===== src/rtl/ras_ckpt_pkg.sv =====
// Shared frontend/backend types for the checkpointed return address stack.
// Optional top-entry repair is enabled by defining RAS_CKPT_TOP_REPAIR_EN.
package ras_ckpt_pkg;

    localparam int unsigned RAS_DEPTH      = 8;
    localparam int unsigned RAS_XLEN       = 32;
    localparam int unsigned COB_DEPTH      = 16;
    localparam int unsigned COB_ADDR_WIDTH = $clog2(COB_DEPTH);

    // Checkpoint payload for the default configuration.
    typedef struct packed {
        logic [$clog2(RAS_DEPTH)-1:0] tos;
        logic [$clog2(RAS_DEPTH):0]   count;
`ifdef RAS_CKPT_TOP_REPAIR_EN
        logic [RAS_XLEN-1:0]          top;
`endif
    } ras_ckpt_t;

endpackage


===== src/rtl/ras_ckpt_file.sv =====
// Per-tag checkpoint register file: one write port, one combinational read port.
module ras_ckpt_file
    import ras_ckpt_pkg::*;
#(
    parameter int unsigned NUM_TAGS = COB_DEPTH,
    parameter type         entry_t  = ras_ckpt_t
) (
    input  logic                        clk,
    input  logic                        rst,
    input  logic                        wr_en,
    input  logic [$clog2(NUM_TAGS)-1:0] wr_tag,
    input  entry_t                      wr_data,
    input  logic [$clog2(NUM_TAGS)-1:0] rd_tag,
    output entry_t                      rd_data
);

    entry_t slots [NUM_TAGS];

    always_ff @(posedge clk) begin
        if (rst) begin
            for (int i = 0; i < NUM_TAGS; i++) begin
                slots[i] <= '0;
            end
        end else if (wr_en) begin
            slots[wr_tag] <= wr_data;
        end
    end

    assign rd_data = slots[rd_tag];

endmodule


===== src/rtl/ras_ckpt.sv =====
// Return address stack with per-branch-tag checkpoint and recovery.
// Define RAS_CKPT_TOP_REPAIR_EN to also checkpoint and repair the top entry.
module ras_ckpt
    import ras_ckpt_pkg::*;
#(
    parameter int unsigned DEPTH    = RAS_DEPTH,
    parameter int unsigned NUM_TAGS = COB_DEPTH,
    parameter int unsigned XLEN     = RAS_XLEN
) (
    input  logic                        clk,
    input  logic                        rst,
    input  logic                        push_en,
    input  logic [XLEN-1:0]             push_addr,
    input  logic                        pop_en,
    output logic [XLEN-1:0]             pop_addr,
    output logic                        pop_valid,
    input  logic                        ckpt_en,
    input  logic [$clog2(NUM_TAGS)-1:0] ckpt_tag,
    input  logic                        recover_en,
    input  logic [$clog2(NUM_TAGS)-1:0] recover_tag,
    input  logic                        flush,
    output logic [$clog2(DEPTH):0]      count,
    output logic                        empty
);

    localparam int unsigned PTR_W = $clog2(DEPTH);
    localparam int unsigned CNT_W = PTR_W + 1;

    typedef struct packed {
        logic [PTR_W-1:0] tos;
        logic [CNT_W-1:0] count;
`ifdef RAS_CKPT_TOP_REPAIR_EN
        logic [XLEN-1:0]  top;
`endif
    } ckpt_t;

    logic [XLEN-1:0]  stack [DEPTH];
    logic [PTR_W-1:0] tos;
    logic [PTR_W-1:0] tos_nxt;
    logic [CNT_W-1:0] count_nxt;
    logic             wr_en;
    logic [PTR_W-1:0] wr_idx;
    logic [XLEN-1:0]  wr_data;
    logic             ckpt_we;
    ckpt_t            ckpt_wdata;
    ckpt_t            ckpt_rdata;

    assign empty     = (count == '0);
    assign pop_addr  = stack[tos];
    assign pop_valid = pop_en & ~empty;

    // Next pointer/count and stack write: flush > recover > push/pop.
    always_comb begin
        tos_nxt   = tos;
        count_nxt = count;
        wr_en     = 1'b0;
        wr_idx    = tos;
        wr_data   = push_addr;
        if (flush) begin
            tos_nxt   = '0;
            count_nxt = '0;
        end else if (recover_en) begin
            tos_nxt   = ckpt_rdata.tos;
            count_nxt = ckpt_rdata.count;
`ifdef RAS_CKPT_TOP_REPAIR_EN
            wr_en     = 1'b1;
            wr_idx    = ckpt_rdata.tos;
            wr_data   = ckpt_rdata.top;
`endif
        end else if (push_en && pop_en && !empty) begin
            wr_en = 1'b1;
        end else if (push_en) begin
            tos_nxt   = tos + PTR_W'(1);
            wr_en     = 1'b1;
            wr_idx    = tos + PTR_W'(1);
            count_nxt = (count == CNT_W'(DEPTH)) ? count : count + CNT_W'(1);
        end else if (pop_en && !empty) begin
            tos_nxt   = tos - PTR_W'(1);
            count_nxt = count - CNT_W'(1);
        end
    end

    // Checkpoint captures the post-operation state of this cycle.
    always_comb begin
        ckpt_wdata       = '0;
        ckpt_wdata.tos   = tos_nxt;
        ckpt_wdata.count = count_nxt;
`ifdef RAS_CKPT_TOP_REPAIR_EN
        ckpt_wdata.top   = push_en ? push_addr : stack[tos_nxt];
`endif
    end

    assign ckpt_we = ckpt_en & ~rst & ~flush & ~recover_en;

    always_ff @(posedge clk) begin
        if (rst) begin
            for (int i = 0; i < DEPTH; i++) begin
                stack[i] <= '0;
            end
            tos   <= '0;
            count <= '0;
        end else begin
            tos   <= tos_nxt;
            count <= count_nxt;
            if (wr_en) begin
                stack[wr_idx] <= wr_data;
            end
        end
    end

    ras_ckpt_file #(
        .NUM_TAGS (NUM_TAGS),
        .entry_t  (ckpt_t)
    ) u_ckpt_file (
        .clk     (clk),
        .rst     (rst),
        .wr_en   (ckpt_we),
        .wr_tag  (ckpt_tag),
        .wr_data (ckpt_wdata),
        .rd_tag  (recover_tag),
        .rd_data (ckpt_rdata)
    );

endmodule


===== config.mk =====
export PLATFORM = sky130hd
export DESIGN_NAME = ras_ckpt
export DESIGN_NICKNAME = d
export VERILOG_FILES = /design/src/rtl/ras_ckpt_pkg.sv /design/src/rtl/ras_ckpt_file.sv /design/src/rtl/ras_ckpt.sv
export SDC_FILE = /design/constraint.sdc
export NUM_CORES = 1
export LEC_CHECK = 0
export CORE_ASPECT_RATIO = 1.2
export CORE_MARGIN = 2
export CORE_UTILIZATION = 45
export CTS_CLUSTER_DIAMETER = 150
export CTS_CLUSTER_SIZE = 25
export DETAILED_ROUTE_END_ITERATION = 12
export SLEW_MARGIN = 20
export SYNTH_ARGS = -nofsm -noshare
export SYNTH_HDL_FRONTEND = slang
export SYNTH_HIERARCHICAL = 1
export SYNTH_SLANG_ARGS = --single-unit

===== constraint.sdc =====
create_clock -name clk -period 7 [get_ports clk]
set_input_delay 0.7 -clock clk [delete_from_list [all_inputs] [get_ports clk]]
set_output_delay 0.7 -clock clk [all_outputs]
set_load 0.1 [all_outputs]

## After elaboration in Yosys (flattened, before gate mapping)

Memory sizes are Yosys's and may differ from the RTL's. A register that Yosys moved wholly into a read port is not among the register bits.
Index checks and enable logic that the tools add are counted.

- Register bits: 7
- Bits in writable memories: 368
- Logic and storage cells: 58
- Memories: 2

- Reductions and logical operators: 7
- Multiplexer cells: 34
- Add/subtract/negate cells: 4
- Bitwise logic cells: 8
- Equality and inequality tests: 1

Memory list:

| memory | depth | bits a word | read ports | clocked after memory_dff | wr ports | RTL line | RTL |
|---|---|---|---|---|---|---|---|
| stack | 8 | 32 | 1 | 1 | 8 | ras_ckpt.sv:37 | `logic [XLEN-1:0] stack [DEPTH];` |
| u_ckpt_file.slots | 16 | 7 | 1 | 0 | 16 | ras_ckpt_file.sv:17 | `entry_t slots [NUM_TAGS];` |

Operator list:

| cell | count |
|---|---|
| $mux 3 | 11 |
| $mux 32 | 1 |
| $reduce_or 32->1 | 1 |
| $mux 4 | 7 |
| $mux 1 | 14 |
| $mux 7 | 1 |
| $reduce_or 7->1 | 1 |
| $add 4x1->4 const B | 1 |
| $and 1x1->1 | 4 |
| $eq 4x4->1 const B | 1 |
| $logic_not 4->1 | 1 |
| $not 1->1 | 4 |
| $sub 4x1->4 const B | 1 |
| $add 3x1->3 const B | 1 |
| $logic_and 1x1->1 | 3 |
| $sub 3x1->3 const B | 1 |
| $logic_not 1->1 | 1 |

## Depth between registers and ports, before layout

- Depth after elaboration: 11
- Gate-level depth with buffers: 11
- Gate-level depth less buffers: 8

## Hierarchy

The synthesis kept the hierarchy.

By module, submodules not included:

| module | times used | area each (um2) | seq. area each (um2) | cells an instance |
|---|---|---|---|---|
| ras_ckpt | 1 | 12181.7 | 7827.5 | 849 |
| ras_ckpt_file | 1 | 5161.2 | 3363.2 | 333 |

## Worst setup path before layout

Ideal clock, no wire load.

- Path kind: register to register
- Start point: reg count[1]
- End point: mem u_ckpt_file/slots[4][4] in the netlist's numbering (data pin)
- Arrival time: 4.510 ns
- Library setup time: 0.133 ns
- Required time: 6.867 ns
- Stages on the path, launching flop included: 11
- Setup slack: 2.358 ns
- Path through: dfxtp_1 > inv_1 > ha_1 > or3b_1 > buf_2 > inv_2 > nor2_1 > xnor3_1 > a211oi_1 > clkbuf_1 > and2_1

RTL lines:

| what | RTL line | RTL |
|---|---|---|
| from (decl) | ras_ckpt.sv:22 | `output logic [$clog2(DEPTH):0] count,` |
| from (signal assigned) | ras_ckpt.sv:104 | `count <= count_nxt;` |
| to (decl) | ras_ckpt_file.sv:17 |  |

==> reports/results.ini <==
[logic_synthesis]
synth_ff_type=edfxtp_1
synth_seq_area_share_pct=64.53
yosys-top-cells-count=edfxtp_1, nor3_1, and2_1, mux4_2, clkbuf_1
netlist_area_um2=17340
ys_ff_latch=375
synth_cell_types=55
synth-edff-count=368
netlist_instances=1182
async_reset_ff_share_pct=0
yosys_warnings=6
synthTopCellsByArea=edfxtp_1, mux4_2, nor3_1
synth_top_area_share_pct=63.72
yosysTopAreaCell=edfxtp_1
syn_avg_cell_area_um2=14.67
syn_nets=1233
synth_most_common_cell=edfxtp_1

[sta]
tns_ns=0
worstMarginPinSlew_ns=1.111
whs_ns=0.7296
slew_headroom_pct=25.92
setup_ws_ns=2.291
setup_viol=0
hold_viol=0
max_freq_mhz=212.4
rsz0062_at_grt=false
period_share_pct=67.27
fin_skew_ns=0.01639
drv_slew=0
period_minus_slack_ns=4.709

[route]
dr_wl_met2_mm=21.72
antenna_left=0
wl_mm=40.60
post-route-drc-count=0
viasPerCell=5.924
wl_met1_mm=16.62
drt_pre_antenna_iters=5
wl_met3_mm=1.502
wl_per_cell_um=23.95
num_vias=10042
drt_iter0_drc=662
top_layer=met4

[worst_setup_path]
crit_slowest_cell=clkdlybuf4s50_1
r2r_cells=7
worstPathCellList=buf_4, mux4_2, mux2_2, clkdlybuf4s50_1
cp_max_fo=45
critPathMaxStageDelay_ns=1.02
worst-path-stages=4
critPathKind=reg -> out
crit_family=buffers and inverters
crit_buf_inv=2
endpoint_kind=primary output
cp.arrival_ns=4.01
cp.required_ns=6.30
cp-start-kind=register

[clock_network]
cts_root_buf=clkbuf_16
ctsHoldBuffers=0
clk_pin_slew_ns=0.10
cts_setup_buffers=0
cts_buffer_depth=3
cts_tree=done
clock_sinks=375
clk-insertion-delay-late_ns=0.53
numCtsBuffers=18
cts_resized=0
h-tree-depth=1

[final_layout]
fin_nets=1254
diodes=0
instances_no_fill=1695
area_growth_pct=10.46
drive_gt1_share_pct=17.12

[power]
p_clk_share_pct=27.3
power_w=0.004415
power.leakage_nw=6.146
p_sw_w=0.001164
share_comb_of_total_power_pct=14.6
intPower_w=0.003251
p_per_area_nw_per_um2=230.5
swShare_pct=26.37
vdd_ir_drop_max_v=0.0001678
pwr-share-seq_pct=58.1

[floorplanning]
die_x_um=183.2
boundaryPins=85
core-area_um2=37870
initial_core_util_pct=45.80
dieArea_um2=40130
die_y_um=219.1
rows=78

[place]
port_buffers=84
hpwl_mm=23.65
post-place-ws_ns=2.301
routabilityCongestion=0.7579
dp_cells=1662

[global_routing]
grt_overflow=0
grt_pass1_vias=10619
grt_start_max_net_pins=74
grt_first_pass_wirelength_mm=63.08
grt_usage_pct=20.61
antenna_found_initial=1

[run_status]
status=finished, final reports clean

[min_path]
holdPathStages=2
hold_path_class=reg -> reg

[job]
cap_violations=0

-- layout by cell type (no fill, tap or decap), types with 13 or more instances in the layout --
master	Yosys	layout
a22oi_1	14	14
and2_1	114	114
buf_4	1	20
clkbuf_1	63	13
clkbuf_16	0	19
clkdlybuf4s50_1	0	83
edfxtp_1	368	368
mux2_2	36	36
mux4_2	92	92
nand2_1	51	51
nor2_1	29	28
nor3_1	261	261
or2_2	16	16
-- per-layer routing --
metal | vias to the layer above | global-route usage (%)
li1 | 4632 | -
met1 | 5148 | 26.37
met2 | 225 | 37.87
met3 | 37 | 1.942
met4 | 0 | 4.960
met5 | - | 0
-- worst paths after layout --
| path | startpoint | to | slack (ns) |
|---|---|---|---|
| max | tos[0] | pop_addr[21] | 2.29 |
| min | count[0] | count[0] | 0.73 |
| max reg2reg | count[0] | stack[1][10] | 2.83 |
| min reg2reg | count[0] | count[0] | 0.73 |
-- flip-flops by register name, summed over array words and instances (netlist names) --
register / count
count: 4
tos: 3
u_ckpt_file/slots: 112
stack: 256
-- logic make-up after synthesis --
| kind of cell | Yosys count | share of synthesized area [%] |
|---|---|---|
| and+or+nand+nor | 505 | 15.40 |
| DFF | 375 | 64.53 |
| muxes | 132 | 14.52 |
| buffers and inverters | 111 | 2.626 |
| AOI/OAI and AO/OA | 51 | 2.359 |
| xor gates and xnor gates | 4 | 0.2814 |
| adders and majority gates | 4 | 0.2886 |
-- layout make-up --
type	instances	area [um^2]
clock buffer	32	524.3
fill	3258	18710
inverter	7	26.28
multi-input combinational	696	5793
sequential	375	11200
tap	480	600.6
timing repair buffer	105	1013
-- power by group through the flow --
stage,Sequential [W],Combinational (W),Clock (W)
3_5_place_dp,0.00262,0.000648,0
3_3_place_gp,0.00261,0.000642,0
2_1_floorplan,0.00261,0.000456,0
5_1_grt,0.00257,0.000679,0.00130
4_1_cts,0.00257,0.000649,0.00123
6_report,0.00257,0.000646,0.00120
-- worst min-delay path, cell delays in order (launching register included) --
cell      delay, ns
dfxtp_1        0.42
o31ai_1        0.15
a311oi_1       0.11
-- per-stage QoR --
stage / util [%] / instance area, um^2
floorplan: - / 17340
global placement: 49.03 / 18570
detailed placement: 49.06 / 18580
CTS: 50.44 / 19100
global route: 50.59 / 19160
finish: 50.59 / 19160
Power figures use the tool's default switching activity.
